<file path="src/rtl/rst_cipher_ctrl.sv">
// -----------------------------------------------------------------------------
// rst_cipher_ctrl
//
// Sequencer for the RST substitution/rotation cipher core. It gathers a
// 12-character key byte-serially, installs it in the core with a core reset
// and a key-apply sequence, and checks the core's key error flag. Once a key
// is installed it feeds plaintext bytes to the core one at a time and buffers
// each 2-character ciphertext onto a valid/ready output.
//
// Handshakes: every stream uses plain valid/ready. A byte moves only on a
// rising edge where valid && ready are both high. The producer holds its data
// stable while valid is high and ready is low. Ready never depends on valid.
//
// Ports
//   clk, rst_n            clock, asynchronous active-low reset
//   rekey                 one-cycle pulse: drop everything, collect a new key
//   key_byte/valid/ready  key character stream (first char -> core_key[95:88])
//   ptxt_byte/in_valid/in_ready   plaintext stream
//   ctxt_out/valid/ready  ciphertext stream, [15:8] row char, [7:0] col char
//   key_installed         level, the core holds a valid table
//   err_key               level, the last key check failed
//   err_ptxt              one-cycle pulse, the core rejected a plaintext char
//   char_count            ciphertexts produced since the last key install
//   core_*                cipher core reset, key bus, plaintext strobe, results
//   state_dbg             current FSM state encoding, for observation
// -----------------------------------------------------------------------------
module rst_cipher_ctrl #(
  parameter int CNT_W = 16
) (
  input  logic             clk,
  input  logic             rst_n,
  input  logic             rekey,
  input  logic [7:0]       key_byte,
  input  logic             key_valid,
  output logic             key_ready,
  input  logic [7:0]       ptxt_byte,
  input  logic             ptxt_in_valid,
  output logic             ptxt_in_ready,
  output logic [15:0]      ctxt_out,
  output logic             ctxt_out_valid,
  input  logic             ctxt_out_ready,
  output logic             key_installed,
  output logic             err_key,
  output logic             err_ptxt,
  output logic [CNT_W-1:0] char_count,
  output logic             core_rst_n,
  output logic [95:0]      core_key,
  output logic [7:0]       core_ptxt,
  output logic             core_ptxt_valid,
  input  logic [15:0]      core_ctxt,
  input  logic             core_ctxt_ready,
  input  logic             core_err_invalid_key,
  input  logic             core_err_invalid_ptxt,
  output logic [2:0]       state_dbg
);

  typedef enum logic [2:0] {
    KEY_COLLECT = 3'd0,
    CORE_RST    = 3'd1,
    KEY_APPLY   = 3'd2,
    KEY_SETTLE  = 3'd3,
    KEY_CHECK   = 3'd4,
    READY       = 3'd5,
    ISSUE       = 3'd6,
    RESP        = 3'd7
  } state_t;

  state_t      state;
  state_t      state_next;
  logic        active;     // low until the first clock after reset release
  logic [3:0]  byte_cnt;
  logic [95:0] key_asm;
  logic        key_take;
  logic        ptxt_take;

  assign state_dbg = state;
  assign key_take  = key_valid && key_ready;
  assign ptxt_take = ptxt_in_valid && ptxt_in_ready;

  // Next state and combinational handshake outputs.
  always_comb begin
    state_next      = state;
    key_ready       = 1'b0;
    ptxt_in_ready   = 1'b0;
    core_ptxt_valid = 1'b0;
    case (state)
      KEY_COLLECT: begin
        key_ready = active && !rekey;
        if (key_valid && active && !rekey && (byte_cnt == 4'd11)) begin
          state_next = CORE_RST;
        end
      end
      CORE_RST:   state_next = KEY_APPLY;
      KEY_APPLY:  state_next = KEY_SETTLE;
      KEY_SETTLE: state_next = KEY_CHECK;
      KEY_CHECK: begin
        state_next = core_err_invalid_key ? KEY_COLLECT : READY;
      end
      READY: begin
        // A new char may enter only if its ciphertext will find room.
        ptxt_in_ready = !rekey && (!ctxt_out_valid || ctxt_out_ready);
        if (ptxt_in_valid && !rekey && (!ctxt_out_valid || ctxt_out_ready)) begin
          state_next = ISSUE;
        end
      end
      ISSUE: begin
        // The core rotates its table once per strobe: exactly one cycle.
        core_ptxt_valid = 1'b1;
        state_next      = RESP;
      end
      RESP:    state_next = READY;
      default: state_next = KEY_COLLECT;
    endcase
    if (rekey) begin
      state_next = KEY_COLLECT;
    end
  end

  always_ff @(posedge clk or negedge rst_n) begin
    if (!rst_n) begin
      state          <= KEY_COLLECT;
      active         <= 1'b0;
      byte_cnt       <= 4'd0;
      key_asm        <= 96'h0;
      core_key       <= 96'h0;
      core_rst_n     <= 1'b0;
      core_ptxt      <= 8'h0;
      ctxt_out       <= 16'h0;
      ctxt_out_valid <= 1'b0;
      key_installed  <= 1'b0;
      err_key        <= 1'b0;
      err_ptxt       <= 1'b0;
      char_count     <= '0;
    end else begin
      state      <= state_next;
      active     <= 1'b1;
      core_rst_n <= (state_next != CORE_RST);
      err_ptxt   <= 1'b0;

      // Zeroing the bus in CORE_RST guarantees the core sees a key change
      // even when the same key is installed twice in a row.
      if (state_next == CORE_RST) begin
        core_key <= 96'h0;
      end else if (state_next == KEY_APPLY) begin
        core_key <= key_asm;
      end

      if (ctxt_out_ready) begin
        ctxt_out_valid <= 1'b0;
      end

      if (rekey) begin
        byte_cnt       <= 4'd0;
        ctxt_out_valid <= 1'b0;
        key_installed  <= 1'b0;
        err_key        <= 1'b0;
        char_count     <= '0;
      end else begin
        case (state)
          KEY_COLLECT: begin
            if (key_take) begin
              key_asm  <= {key_asm[87:0], key_byte};
              byte_cnt <= (byte_cnt == 4'd11) ? 4'd0 : byte_cnt + 4'd1;
            end
          end
          KEY_CHECK: begin
            if (core_err_invalid_key) begin
              err_key       <= 1'b1;
              key_installed <= 1'b0;
            end else begin
              err_key       <= 1'b0;
              key_installed <= 1'b1;
              char_count    <= '0;
            end
          end
          READY: begin
            if (ptxt_take) begin
              core_ptxt <= ptxt_byte;
            end
          end
          RESP: begin
            // The buffer is empty or draining here, so a reload never
            // overwrites an undelivered ciphertext.
            if (core_ctxt_ready) begin
              ctxt_out       <= core_ctxt;
              ctxt_out_valid <= 1'b1;
              char_count     <= char_count + 1'b1;
            end else if (core_err_invalid_ptxt) begin
              err_ptxt <= 1'b1;
            end
          end
          default: ;
        endcase
      end
    end
  end

endmodule
</file>
<file path="config.mk">
export PLATFORM = sky130hd
export DESIGN_NAME = rst_cipher_ctrl
export DESIGN_NICKNAME = d
export VERILOG_FILES = /design/src/rtl/rst_cipher_ctrl.sv
export SDC_FILE = /design/constraint.sdc
export NUM_CORES = 1
export LEC_CHECK = 0
export CAP_MARGIN = 20
export CORE_MARGIN = 4
export CORE_UTILIZATION = 55
export DETAILED_ROUTE_END_ITERATION = 12
export HOLD_SLACK_MARGIN = 0.15
export PLACE_DENSITY = 0.82
export SETUP_SLACK_MARGIN = 0.05
export SLEW_MARGIN = 15
export SYNTH_ARGS = -nofsm -noshare
export SYNTH_HDL_FRONTEND = slang
export SYNTH_SLANG_ARGS = --single-unit
</file>
<file path="constraint.sdc">
create_clock -name clk -period 4.8 [get_ports clk]
set_input_delay 0.72 -clock clk [delete_from_list [all_inputs] [get_ports clk]]
set_output_delay 0.72 -clock clk [all_outputs]
set_load 0.01 [all_outputs]
</file>
# --- Word-level counts from Yosys, hierarchy flattened ---
# Index checks and enable logic that the tools add are counted.
op_classes:
  n_reduce_logical: 23
  n_eq_ne: 13
  n_addsub: 2
  n_bitwise: 1
  n_mux: 32
ops:
  columns: ["cell", "count"]
  rows:
  - ["$mux W96", 2]
  - ["$mux W16", 3]
  - ["$pmux W16 S2", 1]
  - ["$pmux W3 S8", 1]
  - ["$mux W1", 17]
  - ["$add A16 B1 Y16 const B", 1]
  - ["$mux W4", 4]
  - ["$eq A3 B3 Y1 const B", 4]
  - ["$mux W3", 4]
  - ["$reduce_and A3 Y1", 4]
  - ["$eq A3 B2 Y1 const B", 3]
  - ["$logic_and A1 B1 Y1", 9]
  - ["$reduce_bool A2 Y1", 4]
  - ["$eq A3 B1 Y1 const B", 2]
  - ["$ne A3 B3 Y1 const B", 2]
  - ["$add A4 B1 Y4 const B", 1]
  - ["$eq A4 B4 Y1 const B", 1]
  - ["$logic_not A3 Y1", 1]
  - ["$ne A3 B1 Y1 const B", 1]
  - ["$reduce_bool A3 Y1", 1]
  - ["$logic_not A1 Y1", 2]
  - ["$reduce_and A2 Y1", 1]
  - ["$logic_or A1 B1 Y1", 1]
  - ["$not A1 Y1", 1]
word_totals:
  reg_bits: 245
  output_inout_bits: 147
  input_bits: 41
  wordCells: 84

# --- Logic depth before layout (Yosys ltp) ---
# Gate-level depths: netlist of the first run.
depth:
  ltp_word: 9
  ltp_mapped: 9
  ltp_nobuf: 6

# --- Least setup slack after synthesis of the first run ---
# Ideal clock, no wire load.
synth_timing:
  path_kind: "input-to-reg"
  from: "input port rekey"
  to: "register core_key[13]"
  t_required_ps: 4679
  cell_stages: 7
  setup_slack_ps: 2511
  arrival_ps: 2168
  cell_sequence: "buf_2 nor4_4 a2bb2oi_4 mux2_4 buf_6 buf_6 a22o_1"
synth_between:
  elab_chain_len: 8
synth_lines:
  columns: ["element", "line_no", "source"]
  rows:
  - ["start, declared", "32", "input logic rekey,"]
  - ["$logic_not A1 Y1", "89, 102", null]
  - ["$logic_and A1 B1 Y1, on equally long branches (2 in a row)", "102, 89", null]
  - ["$mux W3, on equally long branches", "102, 89", null]
  - ["$pmux W3 S8", "86", "case (state)"]
  - ["$mux W3 (*)", "114", "if (rekey) begin"]
  - ["net state_next[0]", "69", "state_t state_next;"]
  - ["$eq A3 B1 Y1 / $eq A3 B2 Y1 (equally long branches)", "142, 144", null]
  - ["$mux W96 / $reduce_bool A2 Y1 (equally long branches)", null, null]
  - ["end signal, assigned", "145", "core_key <= key_asm;"]
  - ["end, declared", "47", "output logic [95:0] core_key,"]
# The timed path passes the listed nets; every way through them passes the cells marked *.
# A chain may end at the register's enable or synchronous reset.

# --- Final worst setup path of the first run ---
layout_timing:
  from: "input port rekey"
  to: "output port ptxt_in_ready"
layout_between:
  elab_chain_len: 3
layout_lines:
  columns: ["element", "line_no", "source"]
  rows:
  - ["$logic_not A1 Y1", "101", "ptxt_in_ready = !rekey && (!ctxt_out_valid || ctxt_out_ready);"]
  - ["$logic_and A1 B1 Y1", "101", null]
  - ["$mux W1", "86", null]
  - ["end, declared", "38", "output logic ptxt_in_ready,"]
# Every way passes these cells.

==> flow_summary.ini, run 1 <==
[outcome]
run_status = finished clean

[global_route]
antenna_found_initial = 0
use_met2_pct = 38.2
use_met1_pct = 31.8
grt_pass1_vias = 6908
grt_usage_pct = 23.0
grt_overflow_total = 0
grt_pass1_wl_um = 36800
busiest_layer = met2
grt_max_degree = 136
grt_use_met3_pct = 4.45

[clocking]
clock_path_buffers = 3
clkSinkCount = 245
clk_latency_ns = 0.51
cts_setup_buffers = 0
postCtsHoldBufs = 0
clk_pin_slew_ns = 0.06
cts.htree.levels = 1
cts_root_buf = clkbuf_16
numCtsBuffers = 25
cts_resized = 0
cts_tree = done

[critical_path]
worstPathRequired_ns = 4.08
crit_type = primary input to primary output
crit_path_cell_trace = clkdlybuf4s50_1 -> inv_2 -> nand2_1 -> nor2_1 -> clkdlybuf4s50_1
cp_common_cell = clkdlybuf4s50_1
critPathLaunchType = primary input
crit_slowest_cell = clkdlybuf4s50_1
crit_path_end_kind = primary output
critPathMaxFanout = 12
arrival_ns = 2.49
max_stage_delay_ns = 0.66

[logic_synthesis]
ys.flop_type = dfrtp_1
synth.cell_area_sq_um = 9370
postSynthCellCount = 830
synth_most_common_cell = nand2_1
ys_seq_area_share_pct = 65.4
synth.cells.most_frequent = nand2_1, dfrtp_1, a22o_1
yosys_warnings = 0
synth.top_cell.area_share_pct = 65.4
synth_nets = 873
avgSynthCellArea_sq_um = 11.3
ys_seq_elements = 245
synthTopCellsByArea = dfrtp_1, nand2_1, a22o_1
synth.largest_area_cell = dfrtp_1
ys_async_sr_fraction_pct = 100
synth_cell_types = 43
synth_edf_count = 0

[floorplan]
die_w_um = 139
die_area_sq_um = 19200
io_pins = 188
core_sq_um = 16600
die_h_um = 139
start_util_pct = 56.3
rows = 47

[cells_and_area]
drive_gt1_share_pct = 8.35
nets = 1044
finalNonFillerCells = 1238
diodes = 0
syn_to_final_growth_pct = 30.5

[pwr]
ir_drop_uv = 363
power_density_nw_per_um2 = 475
leakagePower_uw = 0.00603
power.total_uw = 5810

[sta]
finalHoldViolations = 0
holdWs_ns = 0.320
tightest_slew_ns = 0.985
rsz0062_at_grt = no
final.period_utilization_pct = 66.8
fmax_mhz = 312
setup_viol_count_final = 0
finClkSkew_ns = 0.0111
tns_ns = 0
period_needed_ns = 3.21
max_slew_margin_pct = 34.3
drv_slew = 0
setup_slack_ns = 1.59

[detailed_routing]
via_count = 6803
drt-total-wl_um = 22100
drtIter0Drc = 496
routed_via_density = 5.50
wire_per_inst_um = 17.9
drc = 0
drtPass1Iterations = 5
ant_nets = 0

[flow_run]
max-cap-violations = 0

[place]
dp_cells = 1193
hpwl_um = 13800
gp_congestion = 0.839
io_buffers = 187
dpl_worst_slack_ns = 1.40

[worst_hold_path]
hold_path.class = primary input to asynchronous set/reset pin
worst max-delay path, delay by kind of cell:
kind,cells,cell delay [ns]
buf+inv,3,1.57
simple gates,2,0.19
cell families after synthesis:
| family | count (synthesis) | synth area share, % |
|---|---|---|
| fa+ha+maj | 2 | 0.267 |
| compound gates | 125 | 11.4 |
| flops | 245 | 65.4 |
| xor+xnor | 10 | 0.935 |
| buf+inv | 52 | 2.75 |
| mux | 26 | 3.15 |
| other cells | 1 | 0.0400 |
| simple gates | 369 | 16.1 |
cell usage in the layout (no fill, tap or decap), drive strengths merged, types with 2 or more instances in the layout:
cell | synthesis | layout
nand2 | 308 | 308
a21oi | 9 | 9
a21o | 2 | 2
bufinv | 0 | 3
clkdlybuf4s50 | 0 | 186
and4 | 2 | 2
nand3 | 9 | 9
ha | 2 | 2
a22o | 96 | 96
mux2 | 25 | 25
nand4 | 7 | 7
nand2b | 3 | 3
nor3 | 2 | 2
nor2 | 21 | 21
o21ai | 8 | 8
clkinv | 0 | 6
clkbuf | 26 | 34
o31ai | 3 | 3
xor2 | 9 | 9
buf | 25 | 9
dfrtp | 245 | 245
and2 | 4 | 4
nor2b | 3 | 3
and3 | 4 | 4
report_power, final:
group / switching (uW) / internal, uW
Clock: 772 / 1230
Sequential: 311 / 2440
Combinational: 495 / 558
Total: 1580 / 4230
path summary, 6_finish.rpt:
kind,from,to,slack (ns),cells after the start
max,rekey,ptxt_in_ready,1.59,5
min,rst_n,core_ptxt[1],0.32,1
max reg2reg,state_dbg[1],key_asm[67],2.33,6
min reg2reg,key_asm[89],key_asm[89],0.47,2
max in group asynchronous,rst_n,core_key[60],3.35,2
min in group clk,key_asm[89],key_asm[89],0.47,2
cell type report:
class	instances	area, sq um
inverters	1	3.75
clock inverters	10	128
flip-flops and latches	245	6130
clock buffers	34	739
well taps	220	275
fillers	1171	4410
repair buffers	195	1960
multi-input cells	533	2990
registers in the layout (all words and copies together) (netlist names):
| name | cells |
|---|---|
| err_key | 1 |
| ctxt_out | 16 |
| core_key | 96 |
| byte_cnt | 4 |
| state_dbg | 3 |
| active | 1 |
| char_count | 16 |
| err_ptxt | 1 |
| ctxt_out_valid | 1 |
| core_ptxt | 8 |
| key_asm | 96 |
| core_rst_n | 1 |
| key_installed | 1 |
per-layer routing:
metal	vias up	wire [um]
met5	-	0
li1	3145	-
met4	0	420
met1	3398	9330
met2	225	11000
met3	35	1350
stage by stage:
stage          util (%)  area, sq um
3_5_place_dp       68.1        11300
2_1_floorplan         -         9370
3_3_place_gp       68.1        11300
4_1_cts            73.4        12200
6_report           73.5        12200
5_1_grt            73.5        12200
Note: power is estimated with default switching activity, not from simulation.
==> run 2: changes to the inputs <==
Settings changed: CORE_UTILIZATION 55 to 46, PLACE_DENSITY 0.82 to 0.72.
Clock period 4.8 ns to 2.6 ns, I/O delays scaled along.
==> run 2 against run 1 <==
  * Utilization is 10 points lower
  * Combinational power rose by 89%
  * Register-to-register slack worse by 1.9 ns
  * Sequential share of layout area is 0.89 points lower
  * Clock skew down 0.0045 ns
  * Final area is 1.8% higher
  * First-iteration DRC count shrank 20%
  * Worst setup slack got worse by 1.4 ns
  * Critical path depth shrank 2
  * Global-route usage decreased by 3.3 points
  * Final cell count increased by 4.5%
==> flow_summary.ini, run 2 (synthesis gave the netlist of run 1 again) <==
[outcome]
run_status = finished clean

[sta]
finClkSkew_ns = 0.00668
rsz0062_at_grt = no
finalHoldViolations = 0
period_needed_ns = 2.42
holdWs_ns = 0.404
setup_slack_ns = 0.176
final.period_utilization_pct = 93.2
fmax_mhz = 412
setup_viol_count_final = 0
tightest_slew_ns = 0.534
drv_slew = 0
max_slew_margin_pct = 64.3
tns_ns = 0

[cells_and_area]
nets = 1060
largestRegisters = core_key x96, key_asm x96
syn_to_final_growth_pct = 32.9
final_common_cell = nand2_1
diodes = 0
drive_gt1_share_pct = 9.14
post-route-util_pct = 63.1
finalNonFillerCells = 1294
final_cell_mix = nand2_1, dfrtp_1, clkdlybuf4s50_1

[place]
hpwl_um = 14400
gp_congestion = 0.783
io_buffers = 187
dp_cells = 1253
dpl_worst_slack_ns = 0.159

[detailed_routing]
wire_per_inst_um = 17.2
drtPass1Iterations = 4
drt-total-wl_um = 22200
via_count = 6712
routed_via_density = 5.19
ant_nets = 0
drc = 0
drtIter0Drc = 398

[floorplan]
die_area_sq_um = 22700
die_w_um = 151
io_pins = 188
rows = 51
start_util_pct = 47.5
die_h_um = 151
core_sq_um = 19700

[pwr]
p_sw_share_pct = 27.1
leakagePower_uw = 0.00610
ir_drop_uv = 628
p_sw_uw = 2860
power_density_nw_per_um2 = 847
pwr-share-clk_pct = 33.2
p_int_uw = 7690
pwr-share-comb_pct = 18.8
pwr-share-seq_pct = 48.0

[worst_hold_path]
hold_path.class = primary input to flip-flop
worstHoldPathCells = 3

[global_route]
grt_overflow_total = 0
grt_usage_pct = 19.8
grt_pass1_wl_um = 36300
grt_max_degree = 65
antenna_found_initial = 0
grt_pass1_vias = 6849

[critical_path]
crit_path_end_kind = primary output
max_stage_delay_ns = 0.55
crit_path_cell_trace = nor2_1 -> and3_1 -> clkdlybuf4s50_1
r2r_cells = 5
crit_type = flip-flop to primary output
critPathLaunchType = flip-flop
crit_slowest_cell = dfrtp_1
arrival_ns = 2.03
worstPathRequired_ns = 2.21
critPathMaxFanout = 15

[clocking]
cts_tree = done
clkSinkCount = 245
clock_path_buffers = 3
cts.htree.levels = 1
clk_pin_slew_ns = 0.06
numCtsBuffers = 26
clk_latency_ns = 0.51
cts_root_buf = clkbuf_16

[flow_run]
max-cap-violations = 0
==> run 2: final timing paths <==
path                       slack (ns)        endpoint    startpoint
max in group asynchronous        1.42    core_key[85]         rst_n
min in group asynchronous        0.41      key_asm[3]         rst_n
setup reg to reg                 0.42  char_count[13]  state_dbg[2]
setup / recovery                 0.18       key_ready  state_dbg[2]
hold / removal                   0.40      key_asm[1]   key_byte[1]
hold reg to reg                  0.48     key_asm[91]   key_asm[91]
==> run 2: repair_timing <==
item,in CTS,in global routing
hold endpoints to repair,58,0
gates cloned,0,0
resized for setup,1,2
setup buffers,0,0
hold buffers,1,0
setup endpoints to repair,1,2
==> run 2: per-layer routing <==
| metal | global-route usage, % | wire length [um] | vias up |
|---|---|---|---|
| met5 | 0 | 0 | - |
| met4 | 5.26 | 458 | 0 |
| met3 | 4.24 | 1310 | 33 |
| met2 | 32.0 | 10800 | 168 |
| met1 | 27.4 | 9690 | 3345 |
| li1 | - | - | 3166 |
==> run 2: layout make-up <==
cell class	instances	area, sq um
fillers	1536	7270
flip-flops and latches	245	6130
clock buffers	36	759
well taps	265	332
multi-input cells	533	3000
clock inverters	4	50.0
inverters	1	3.75
repair buffers	210	2180
==> run 2: per-stage QoR <==
| step | power, uW | instance area [sq um] |
|---|---|---|
| 2_1_floorplan | 5910 | 9370 |
| 3_3_place_gp | 7060 | 11600 |
| 3_5_place_dp | 7110 | 11600 |
| 4_1_cts | 10700 | 12400 |
| 5_1_grt | 11100 | 12500 |
| 6_report | 10500 | 12500 |
==> run 2: power groups by stage <==
stage / sequential [uW] / clock, uW / combinational (uW)
2_1_floorplan: 5110 / 0 / 805
3_3_place_gp: 5110 / 0 / 1960
3_5_place_dp: 5090 / 0 / 2010
4_1_cts: 5060 / 3600 / 2020
5_1_grt: 5150 / 3770 / 2190
6_report: 5070 / 3500 / 1980
==> run 2: critical path, delay by kind of cell, from the launching register on <==
family                 cells  cell delay (ns)
DFF                        1             0.55
buffers and inverters      1             0.55
and+or+nand+nor            2             0.43
==> run 3: changes to the inputs <==
--- a/config.mk
+++ b/config.mk
@@ -13,5 +13,4 @@
 export PLACE_DENSITY = 0.72
 export SETUP_SLACK_MARGIN = 0.05
-export SLEW_MARGIN = 15
 export SYNTH_ARGS = -nofsm -noshare
 export SYNTH_HDL_FRONTEND = slang
==> constraint.sdc (replaced) <==
create_clock -name clk -period 2.6 [get_ports clk]
set_input_delay 0.39 -clock clk [delete_from_list [all_inputs] [get_ports clk]]
set_output_delay 0.39 -clock clk [all_outputs]
set_load 0.05 [all_outputs]
==> run 3 against run 2 <==
  * Final cell count hardly changed
  * First-iteration DRC count is 2.5% lower
  * Clock skew is 0.0021 ns higher
  * Total power is 10% higher
  * Critical path type unchanged
  * Combinational power is 53% higher
  * Utilization is 0.095 points higher
  * Global-route usage is 0.18 points lower
  * Maximum frequency is 3.5% higher
  * Clock power hardly changed
  * Wire length is 0.94% lower
  * Hold slack worse by 0.0042 ns
==> flow_summary.ini, run 3 (synthesis gave the netlist of run 1 again) <==
[clocking]
clock_path_buffers = 3
cts.htree.levels = 1
cts_setup_buffers = 0
clk_pin_slew_ns = 0.06
cts_root_buf = clkbuf_16
clk_latency_ns = 0.51
clkSinkCount = 245
numCtsBuffers = 26
cts_tree = done

[outcome]
run_status = finished clean

[sta]
drv_slew = 0
finClkSkew_ns = 0.00879
final.period_utilization_pct = 90.1
max_slew_margin_pct = 61.8
setup_viol_count_final = 0
finalHoldViolations = 0
fmax_mhz = 427
period_needed_ns = 2.34
tightest_slew_ns = 0.571
tns_ns = 0
rsz0062_at_grt = no

[pwr]
pwr-share-comb_pct = 26.1
p_sw_uw = 3900
ir_drop_uv = 884
pwr-share-seq_pct = 43.5
leakagePower_uw = 0.00613
p_sw_share_pct = 33.7
power_density_nw_per_um2 = 930
p_int_uw = 7700
pwr-share-clk_pct = 30.3

[detailed_routing]
routed_via_density = 5.17
drt-total-wl_um = 22000
via_count = 6701
drc = 0
drtIter0Drc = 388
ant_nets = 0
wire_per_inst_um = 17.0
drtPass1Iterations = 4

[critical_path]
timing.rr.end = core_key[10]
critPathLaunchType = flip-flop
worstPathRequired_ns = 2.21
cp_num_cells = 2
crit_path_end_kind = primary output
crit_type = flip-flop to primary output
crit_slowest_cell = clkdlybuf4s50_1
max_stage_delay_ns = 0.82
crit_family = buffers and inverters
reg2reg_from = byte_cnt[0]
r2r_cells = 7
critPathMaxFanout = 8
crit_path_cell_trace = buf_4 -> clkdlybuf4s50_1
arrival_ns = 1.95
r2r_slack_ns = 0.44
worstPathBufferInverterCount = 2

[floorplan]
io_pins = 188
start_util_pct = 47.5
die_w_um = 151
die_h_um = 151
rows = 51
core_sq_um = 19700
die_area_sq_um = 22700

[place]
io_buffers = 187
gp_congestion = 0.819
dp_cells = 1252
hpwl_um = 14000

[cells_and_area]
final_cell_mix = nand2_1, dfrtp_1, clkdlybuf4s50_1
nFillCells = 1551
nets = 1059
syn_to_final_growth_pct = 33.1
largestRegisters = core_key x96, key_asm x96
diodes = 0
final_common_cell = nand2_1
drive_gt1_share_pct = 9.13
finalNonFillerCells = 1295

[worst_hold_path]
worstHoldPathCells = 3
hold_start = key_byte[6]
min_to = key_asm[6]
hold_path.class = primary input to flip-flop

[global_route]
grt_max_degree = 67
grt_pass1_vias = 6762
grt_pass1_wl_um = 36100
grt_usage_pct = 19.6
antenna_found_initial = 0
grt_overflow_total = 0

[flow_run]
max-cap-violations = 0
## run 3: repair_timing
item,CTS,global route
endpoints found under the setup margin,1,0
hold buffers,1,0
gates resized for setup,1,0
endpoints found under the hold margin,58,0
## run 3: layout make-up
class | count | area [sq um] | share of cell area, %
Sequential cell | 245 | 6130 | 49.2
Multi-Input combinational cell | 533 | 2990 | 24.0
Timing Repair Buffer | 209 | 2200 | 17.6
Clock buffer | 37 | 763 | 6.12
Tap cell | 265 | 332 | 2.66
Clock inverter | 5 | 50.0 | 0.401
Inverter | 1 | 3.75 | 0.0301
## run 3: worst max path at each step
stage	start	slack, ns	endpoint
after CTS	state_dbg[0]	0.24	state_dbg[0]
after floorplan	state_dbg[0]	0.20	byte_cnt[2]
after global placement	core_err_invalid_key	0.20	char_count[15]
after global routing	state_dbg[1]	0.21	state_dbg[1]
after detailed placement	core_err_invalid_key	0.14	char_count[7]
final	state_dbg[0]	0.26	state_dbg[0]
## run 3: power groups by stage
stage,Clock (uW),Sequential (uW),Combinational [uW]
after global routing,3770,5140,3240
after CTS,3600,5050,3070
after global placement,0,5100,3000
after detailed placement,0,5080,3060
after floorplan,0,6120,807
final,3520,5050,3030
## run 3: per-layer routing
metal / vias to the layer above / share of wire, % / GRT usage, %
li1: 3166 / - / -
met4: 0 / 1.5 / 4.31
met2: 161 / 48 / 31.7
met5: - / 0 / 0
met3: 28 / 5.6 / 4.24
met1: 3346 / 45 / 27.4
## run 3: worst register-to-register path, stage by stage, from the launching register on
cell and delay (ns):
dfrtp_1 0.39, ha_1 0.22, nand2_1 0.12, nor4_4 0.27
a2bb2oi_4 0.25, mux2_4 0.36, buf_12 0.20, a22o_1 0.23
## run 3: stage by stage
step | setup slack, ns | cell area, sq um | utilization (%) | power, uW | hold slack, ns
2_1_floorplan | 0.198 | 9370 | - | 6930 | 0.0944
3_3_place_gp | 0.204 | 11600 | 59.1 | 8100 | 0.364
3_5_place_dp | 0.140 | 11600 | 59.1 | 8140 | 0.365
4_1_cts | 0.236 | 12500 | 63.2 | 11700 | 0.383
5_1_grt | 0.209 | 12500 | 63.2 | 12200 | 0.393
6_report | 0.259 | 12500 | 63.2 | 11600 | 0.400
